==> src/rtl/mcl_cyc_queue.sv <==
// MCL cycle queue: decodes the CRAM MEM field into an MBOX request,
// qualifies it against the VMA section range, buffers legal requests in a
// small FIFO and issues them to the MBOX over a valid/ack handshake while
// tracking accepted-but-incomplete MBOX cycles.
module mcl_cyc_queue #(
    parameter int unsigned VA_WIDTH = 23,
    parameter int unsigned SEC_BITS = 5,
    parameter int unsigned NSECT    = 32,
    parameter int unsigned QDEPTH   = 2,
    parameter int unsigned MAX_OUT  = 2
) (
    input  logic                               clk,
    input  logic                               RESET_n,
    input  logic [0:3]                         MEM,
    input  logic [0:3]                         MAGIC,
    input  logic [4:0]                         AD_FLAGS,
    input  logic                               LOAD_VMA,
    input  logic [VA_WIDTH-1:0]                VA,
    input  logic                               USER,
    input  logic                               PHYS,
    output logic                               MBOX_REQ,
    input  logic                               MBOX_ACK,
    input  logic                               MBOX_DONE,
    output logic [4:0]                         REQ_FLAGS,
    output logic [VA_WIDTH-1:0]                REQ_VA,
    output logic                               REQ_USER,
    output logic                               STALL,
    output logic                               VMA_ADR_ERR,
    output logic [5:0]                         HELD,
    output logic [$clog2(MAX_OUT+1)-1:0]       OUT_CNT,
    output logic                               IDLE
);

    localparam int unsigned PW  = $clog2(QDEPTH);
    localparam int unsigned QCW = $clog2(QDEPTH + 1);
    localparam int unsigned CW  = $clog2(MAX_OUT + 1);

    typedef struct packed {
        logic [4:0]          flags;
        logic [VA_WIDTH-1:0] va;
        logic                user;
    } entry_t;

    entry_t              store_q [QDEPTH];
    logic [PW-1:0]       wr_ptr_q, wr_ptr_d;
    logic [PW-1:0]       rd_ptr_q, rd_ptr_d;
    logic [QCW-1:0]      cnt_q, cnt_d;
    logic [CW-1:0]       out_q, out_d;
    logic                err_q, err_d;
    logic [5:0]          held_q, held_d;

    logic [4:0]          dec_flags;
    logic [SEC_BITS-1:0] section;
    logic                req_valid, adr_err, can_issue, empty, full;
    logic                enq, deq, done_eff;
    entry_t              head;

    // MEM field decode into {AR,ARX,PAUSE,WRITE,FETCH}; MEM[0]=0 means no request
    always_comb begin
        dec_flags = '0;
        if (MEM[0]) begin
            unique case (MEM[1:3])
                3'd0: dec_flags = AD_FLAGS;
                3'd1: dec_flags = {MAGIC, 1'b0};
                3'd2: dec_flags = 5'b10000;
                3'd3: dec_flags = 5'b01000;
                3'd4: dec_flags = 5'b10010;
                3'd5: dec_flags = 5'b10110;
                3'd6: dec_flags = 5'b00010;
                3'd7: dec_flags = 5'b01001;
                default: dec_flags = '0;
            endcase
        end
    end

    // Request qualification, handshake and next-state computation
    always_comb begin
        section   = VA[VA_WIDTH-1 -: SEC_BITS];
        req_valid = LOAD_VMA && (dec_flags != '0);
        adr_err   = !PHYS && (32'(section) >= NSECT);
        can_issue = 32'(out_q) < MAX_OUT;
        empty     = (cnt_q == '0);
        full      = (32'(cnt_q) == QDEPTH);
        head      = store_q[rd_ptr_q];
        deq       = !empty && can_issue && MBOX_ACK;
        // A full queue still accepts when the head leaves on the same edge.
        enq       = req_valid && !adr_err && (!full || deq);
        done_eff  = MBOX_DONE && (out_q != '0);

        wr_ptr_d = enq ? wr_ptr_q + PW'(1) : wr_ptr_q;
        rd_ptr_d = deq ? rd_ptr_q + PW'(1) : rd_ptr_q;

        cnt_d = cnt_q;
        if (enq && !deq)      cnt_d = cnt_q + QCW'(1);
        else if (!enq && deq) cnt_d = cnt_q - QCW'(1);

        out_d = out_q;
        if (deq && !done_eff)      out_d = out_q + CW'(1);
        else if (!deq && done_eff) out_d = out_q - CW'(1);

        err_d  = err_q || (req_valid && adr_err);
        held_d = deq ? {head.flags, head.user} : held_q;
    end

    // State registers and queue storage
    always_ff @(posedge clk or negedge RESET_n) begin
        if (!RESET_n) begin
            for (int unsigned i = 0; i < QDEPTH; i++) store_q[i] <= '0;
            wr_ptr_q <= '0;
            rd_ptr_q <= '0;
            cnt_q    <= '0;
            out_q    <= '0;
            err_q    <= 1'b0;
            held_q   <= '0;
        end else begin
            if (enq) store_q[wr_ptr_q] <= '{flags: dec_flags, va: VA, user: USER};
            wr_ptr_q <= wr_ptr_d;
            rd_ptr_q <= rd_ptr_d;
            cnt_q    <= cnt_d;
            out_q    <= out_d;
            err_q    <= err_d;
            held_q   <= held_d;
        end
    end

    // Output drive; head fields read as zero while the queue is empty
    always_comb begin
        MBOX_REQ    = !empty && can_issue;
        REQ_FLAGS   = empty ? '0 : head.flags;
        REQ_VA      = empty ? '0 : head.va;
        REQ_USER    = empty ? 1'b0 : head.user;
        STALL       = full && req_valid && !deq;
        VMA_ADR_ERR = err_q;
        HELD        = held_q;
        OUT_CNT     = out_q;
        IDLE        = empty && (out_q == '0);
    end

endmodule

==> config.mk <==
export PLATFORM = sky130hd
export DESIGN_NAME = mcl_cyc_queue
export DESIGN_NICKNAME = d
export VERILOG_FILES = /design/src/rtl/mcl_cyc_queue.sv
export SDC_FILE = /design/constraint.sdc
export NUM_CORES = 1
export LEC_CHECK = 0
export CAP_MARGIN = 20
export CELL_PAD_IN_SITES_DETAIL_PLACEMENT = 0
export CELL_PAD_IN_SITES_GLOBAL_PLACEMENT = 1
export CORE_ASPECT_RATIO = 1.75
export CORE_UTILIZATION = 40
export CTS_CLUSTER_SIZE = 10
export DETAILED_ROUTE_END_ITERATION = 12
export PLACE_DENSITY_LB_ADDON = 0.1
export SLEW_MARGIN = 40
export SYNTH_ARGS = -nofsm -noshare
export SYNTH_HDL_FRONTEND = slang
export SYNTH_SLANG_ARGS = --single-unit
==> constraint.sdc <==
create_clock -name clk -period 6 [get_ports clk]
set_input_delay 1.2 -clock clk [delete_from_list [all_inputs] [get_ports clk]]
set_output_delay 1.2 -clock clk [all_outputs]
set_load 0.02 [all_outputs]
==> run metrics, run 1 <==
Avg Inst Size Synth=12.7 um2; slowest stage delay, CP=0.72 ns; VDD IR max=0.000280 V; Max Transition Viols Final=0; Post-CTS Setup Inserts=0; Synth Register Bits=70; row cnt=44; ys flop type=dfrtp_1; CTS Buf Count=9; GRT Overall Usage=0.179; Core Box Area=8370 um2; Pwr per Cell Area=621 nW/um2; cell mode on critical path=clkdlybuf4s50_1; Worst EP arrival=3.68 ns; RSZ-0062 raised after global routing=no; nets@finish=397; CP max-delay cell=clkdlybuf4s50_1; hold path startpoint=wr_ptr_q; via count=2292; synth top area cells=dfrtp_1 (50%), mux2_4 (14%), mux2i_1 (8.4%); worst hold path depth=1; total leakage power=2.05 nW; average vias per placed instance=4.86; Yosys top cell by area=dfrtp_1; CTS Hold Buffers Added=0; CTS tree=built; worst setup path class=in -> out; endpoints failing hold=0; largest net degree at the start of global routing=71; Initial Utilization=0.415; DRC=0; YS warnings=0; layout cells sized above 1=0.224; f_max=205 MHz; Post-synth EDFFs=0; status=finished clean; Slew headroom=0.477; global route overflow=0; crit share post-route=0.814; synth unique cells=40; Buffers & Inverters on Critical Path=2; die area=9080 um2; Post-DRT Antenna Nets=0; vias in the first global route=2440; crit end category=output port; Reg-to-Reg Start=OUT_CNT[1]; worst hold path type=reg -> reg; placed instance count=456; R2R setup slack=3.37 ns; area post-placement=4320 um2; post-synthesis sequential area ratio=0.504; Die Height=125 um; Diodes inserted=0; Top delay family on crit path=buffers and inverters; Worst Skew=0.00574 ns; Starting DRT DRC Count=88; final design utilization=0.557; global-route wire length before repair=12300 um; max-cap violations=0; average wire per standard cell=15.6 um; Synth top area share=0.504; Synth async-reset ratio=1.00; Worst setup SP type=primary input; maximum clock path buffer count=2; Layout area overhead=34.1%; synthesized area=3470 um2; Min Clock Period, post-route=4.88 ns; FF-to-FF End=store_q[51]; Fin Setup TNS=0 ns; cts repair resizes=0; Post-Layout Cell Count=472; CP cell instances=clkdlybuf4s50_1, mux2_2, a32oi_1, and4_1, a21oi_1, clkdlybuf4s50_1; initial antenna violation count=0; Pre-antenna DRT Iters=4; IO buf count=81; gpl congestion=0.689; Clock Latency Late Sink=0.33 ns; Post-Synthesis Cells=274; Max Fanout on Critical Path=11; Final setup viols=0; Die W=72.5 um; Reg2Reg Depth=6; Clock Pin Slew Worst Setup and Hold Paths=0.05 ns; WHS Endpoint=wr_ptr_q; CTS root buf=clkbuf_16; Slew @ Worst Pin=0.783 ns; final WL=7370 um; IO Count=84; Non-Filler Cell Area, Final=4660 um2; DP HPWL=4810 um; CTS H-tree depth=3; Critical Path RT=4.80 ns; Syn Nets=319; Clock Sinks=70
-- synth_stat cells (2+ instances only) --
cell type and n:
xor2_1 6, a32oi_1 2, buf_6 2, o21ai_0 6
mux2_2 17, inv_1 9, buf_1 2, buf_12 2
ha_1 2, dfrtp_1 70, clkbuf_1 8, mux2_4 32
nor2_1 42, a21oi_4 2, mux2i_1 29, o22ai_1 8
xnor2_1 2, buf_8 2, nand2_1 2, a21oi_1 8
o21ai_1 2
-- cell families after synthesis --
group	after synthesis	share of synthesized area
XOR/XNOR	8	0.0202
multiplexers	78	0.277
buffers and inverters	26	0.0493
AO/OA/AOI/OAI	33	0.0659
AND/OR/NAND/NOR	56	0.0753
flip-flops	70	0.504
adder cells (fa/ha/maj)	2	0.00720
other	1	0.00108
-- state kept, by name, indices dropped and copies added, names as in the netlist --
register and cells:
store_q 58, OUT_CNT 2, rd_ptr_q 1, cnt_q 2, HELD 6, wr_ptr_q 1
-- per-stage QoR --
stage / hold WS [ns] / power, W / setup slack (ns)
after detailed placement: 0.476 / 0.00233 / 1.10
final: 0.493 / 0.00289 / 1.12
after floorplan: 0.456 / 0.00179 / 2.48
after global routing: 0.512 / 0.00307 / 0.990
after global placement: 0.474 / 0.00232 / 1.10
after CTS: 0.486 / 0.00294 / 1.09
-- area by class of cell --
type / instances / area, um2
flip-flops and latches: 70 / 1760
repair buffers: 84 / 835
clock inverters: 3 / 65.1
multi-input cells: 178 / 1560
well taps: 115 / 144
inverters: 9 / 33.8
clock buffers: 13 / 270
fillers: 754 / 3710
-- routing by layer --
layer	up-vias	routed length [um]	track usage
li1	1096	-	-
met1	1131	3110	0.213
met2	59	3850	0.305
met3	6	309	0.0435
met4	0	99	0.0692
met5	-	0	0
-- placed cells by master (no fill, tap or decap), types with 3 or more instances in the layout --
master,instances
a21oi_1,8
buf_4,3
clkbuf_16,9
clkbuf_8,3
clkdlybuf4s50_1,80
dfrtp_1,69
inv_1,9
mux2_2,17
mux2_4,32
mux2i_1,29
nor2_1,41
o21ai_0,6
o22ai_1,8
xor2_1,6
-- worst max-delay path by stage --
stage,endpoint,slack [ns],from,cells past startpoint
2_1_floorplan,STALL,2.48,MEM[3],6
3_3_place_gp,STALL,1.10,MEM[3],6
3_5_place_dp,STALL,1.10,MEM[3],6
4_1_cts,STALL,1.09,MEM[3],6
5_1_grt,STALL,0.99,MEM[3],6
6_report,STALL,1.12,MEM[3],6
-- power breakdown --
group / total (W) / internal (W) / switching (W)
clock: 0.000586 / 0.000397 / 0.000189
combinational: 0.00139 / 0.000758 / 0.000636
sequential: 0.000913 / 0.000718 / 0.000196
total: 0.00289 / 0.00187 / 0.00102
No activity file was read; power rests on OpenSTA's default activity.
==> run 2, diff against run 1 <==
CORE_UTILIZATION = 39   (was 40)
clock period = 4.65 ns   (was 6 ns; I/O delays follow)
==> run 2 against run 1 <==
Clock power increased by 4.6%. Critical path type unchanged. Register-to-register slack lost 0.98 ns. Core utilization is 2.4 points lower. Non-clock buffer count rose by 3. Wire length grew 1.4%. Total power increased by 25%.
==> run metrics, run 2 (synthesis results as in run 1) <==
status=finished clean; Clock Pin Slew Worst Setup and Hold Paths=0.05 ns; Worst EP arrival=2.94 ns; Layout area overhead=33.0%; crit share post-route=0.833; worst setup path class=in -> out; RSZ-0062 raised after global routing=no; final WL=7470 um; Top Usage Layer GRT=met2; Clock Latency Late Sink=0.32 ns; vias in the first global route=2468; max reg flops=58; worst hold path depth=1; Min Clock Period, post-route=3.87 ns; met1 GRT Util=0.203; Worst setup SP type=primary input; IO Count=84; Post-DRT Antenna Nets=0; Final setup viols=0; global route overflow=0; via count=2318; Diodes inserted=0; global-route wire length before repair=12300 um; multi-input logic area=1560 um2; initial antenna violation count=0; Post-CTS Setup Inserts=0; DP HPWL=4930 um; commonest cells after routing, fill and taps aside=clkdlybuf4s50_1 (80), dfrtp_1 (69), nor2_1 (41), mux2_4 (32), mux2i_1 (29); CTS Hold Buffers Added=0; Pre-antenna DRT Iters=4; DRC=0; Clock Sinks=70; Max Transition Viols Final=0; most common cell after layout, fill and taps aside=clkdlybuf4s50_1; CTS Buf Count=9; Max Fanout on Critical Path=3; average wire per standard cell=15.7 um; Die W=73.4 um; average vias per placed instance=4.87; gpl congestion=0.691; row cnt=45; f_max=258 MHz; fillers=842; grt met2 use=0.309; GRT Overall Usage=0.180; max-cap violations=0; Worst Skew=0.00332 ns; CTS root buf=clkbuf_16; Initial Utilization=0.401; Slew headroom=0.502; layout cells sized above 1=0.220; endpoints failing hold=0; nets@finish=400; IO buf count=81; total leakage power=2.03 nW; Hold Worst Slack=0.502 ns; CTS H-tree depth=3; Seq. cell area=1760 um2; CTS tree=built; Fin Setup TNS=0 ns; cts repair resizes=0; Critical Path RT=3.72 ns; Pwr per Cell Area=781 nW/um2; maximum clock path buffer count=2; worst hold path type=reg -> reg; Starting DRT DRC Count=58; die area=9310 um2; crit end category=output port; largest net degree at the start of global routing=71; Largest Register=store_q; VDD IR max=0.000402 V; Die Height=127 um; Slew @ Worst Pin=0.744 ns; Core Box Area=8670 um2; M3 GR Usage=0.0540; Reg2Reg Depth=6
[run 2: layout make-up]
type,instances,share of cell area
multi-input cells,178,0.337
well taps,117,0.0317
inverters,9,0.00731
clock buffers,14,0.0571
flip-flops and latches,70,0.380
repair buffers,87,0.185
clock inverters,1,0.00108
[run 2: power breakdown]
| group | leakage, nW | internal (W) | total, W | switching (W) |
|---|---|---|---|---|
| registers | 0.834 | 0.000927 | 0.00118 | 0.000256 |
| clock network | 0.133 | 0.000386 | 0.000613 | 0.000227 |
| logic | 1.07 | 0.000985 | 0.00181 | 0.000828 |
| total | 2.03 | 0.00230 | 0.00361 | 0.00131 |
[run 2: final timing paths]
check	slack, ns	end	from
min in group asynchronous	0.60	store_q[32]	RESET_n
max in group asynchronous	3.55	rd_ptr_q	RESET_n
worst max-delay path	0.78	STALL	MEM[3]
worst min-delay path	0.50	store_q[2]	store_q[2]
worst min register to register	0.50	store_q[2]	store_q[2]
worst max register to register	2.39	store_q[37]	OUT_CNT[1]
[run 2: through the flow]
step	std cells	power [W]	worst slack (ns)	utilization	instance area, um2
after floorplan	274	0.00231	1.67	-	3470
after global placement	461	0.00300	0.747	0.501	4340
after detailed placement	461	0.00303	0.742	0.502	4350
after CTS	476	0.00367	0.733	0.533	4620
after global routing	476	0.00385	0.599	0.533	4620
final	476	0.00361	0.777	0.533	4620
[run 2: per-layer routing]
metal  up-vias  share of wire
li1       1105              -
met1      1141           0.40
met2        60           0.54
met3        12          0.048
met4         0          0.017
met5         -              0
[run 2: critical path, cell delays in order]
cell	delay (ns)
clkdlybuf4s50_1	0.49
mux2_2	0.35
a32oi_1	0.26
and4_1	0.28
a21oi_1	0.08
clkdlybuf4s50_1	0.56
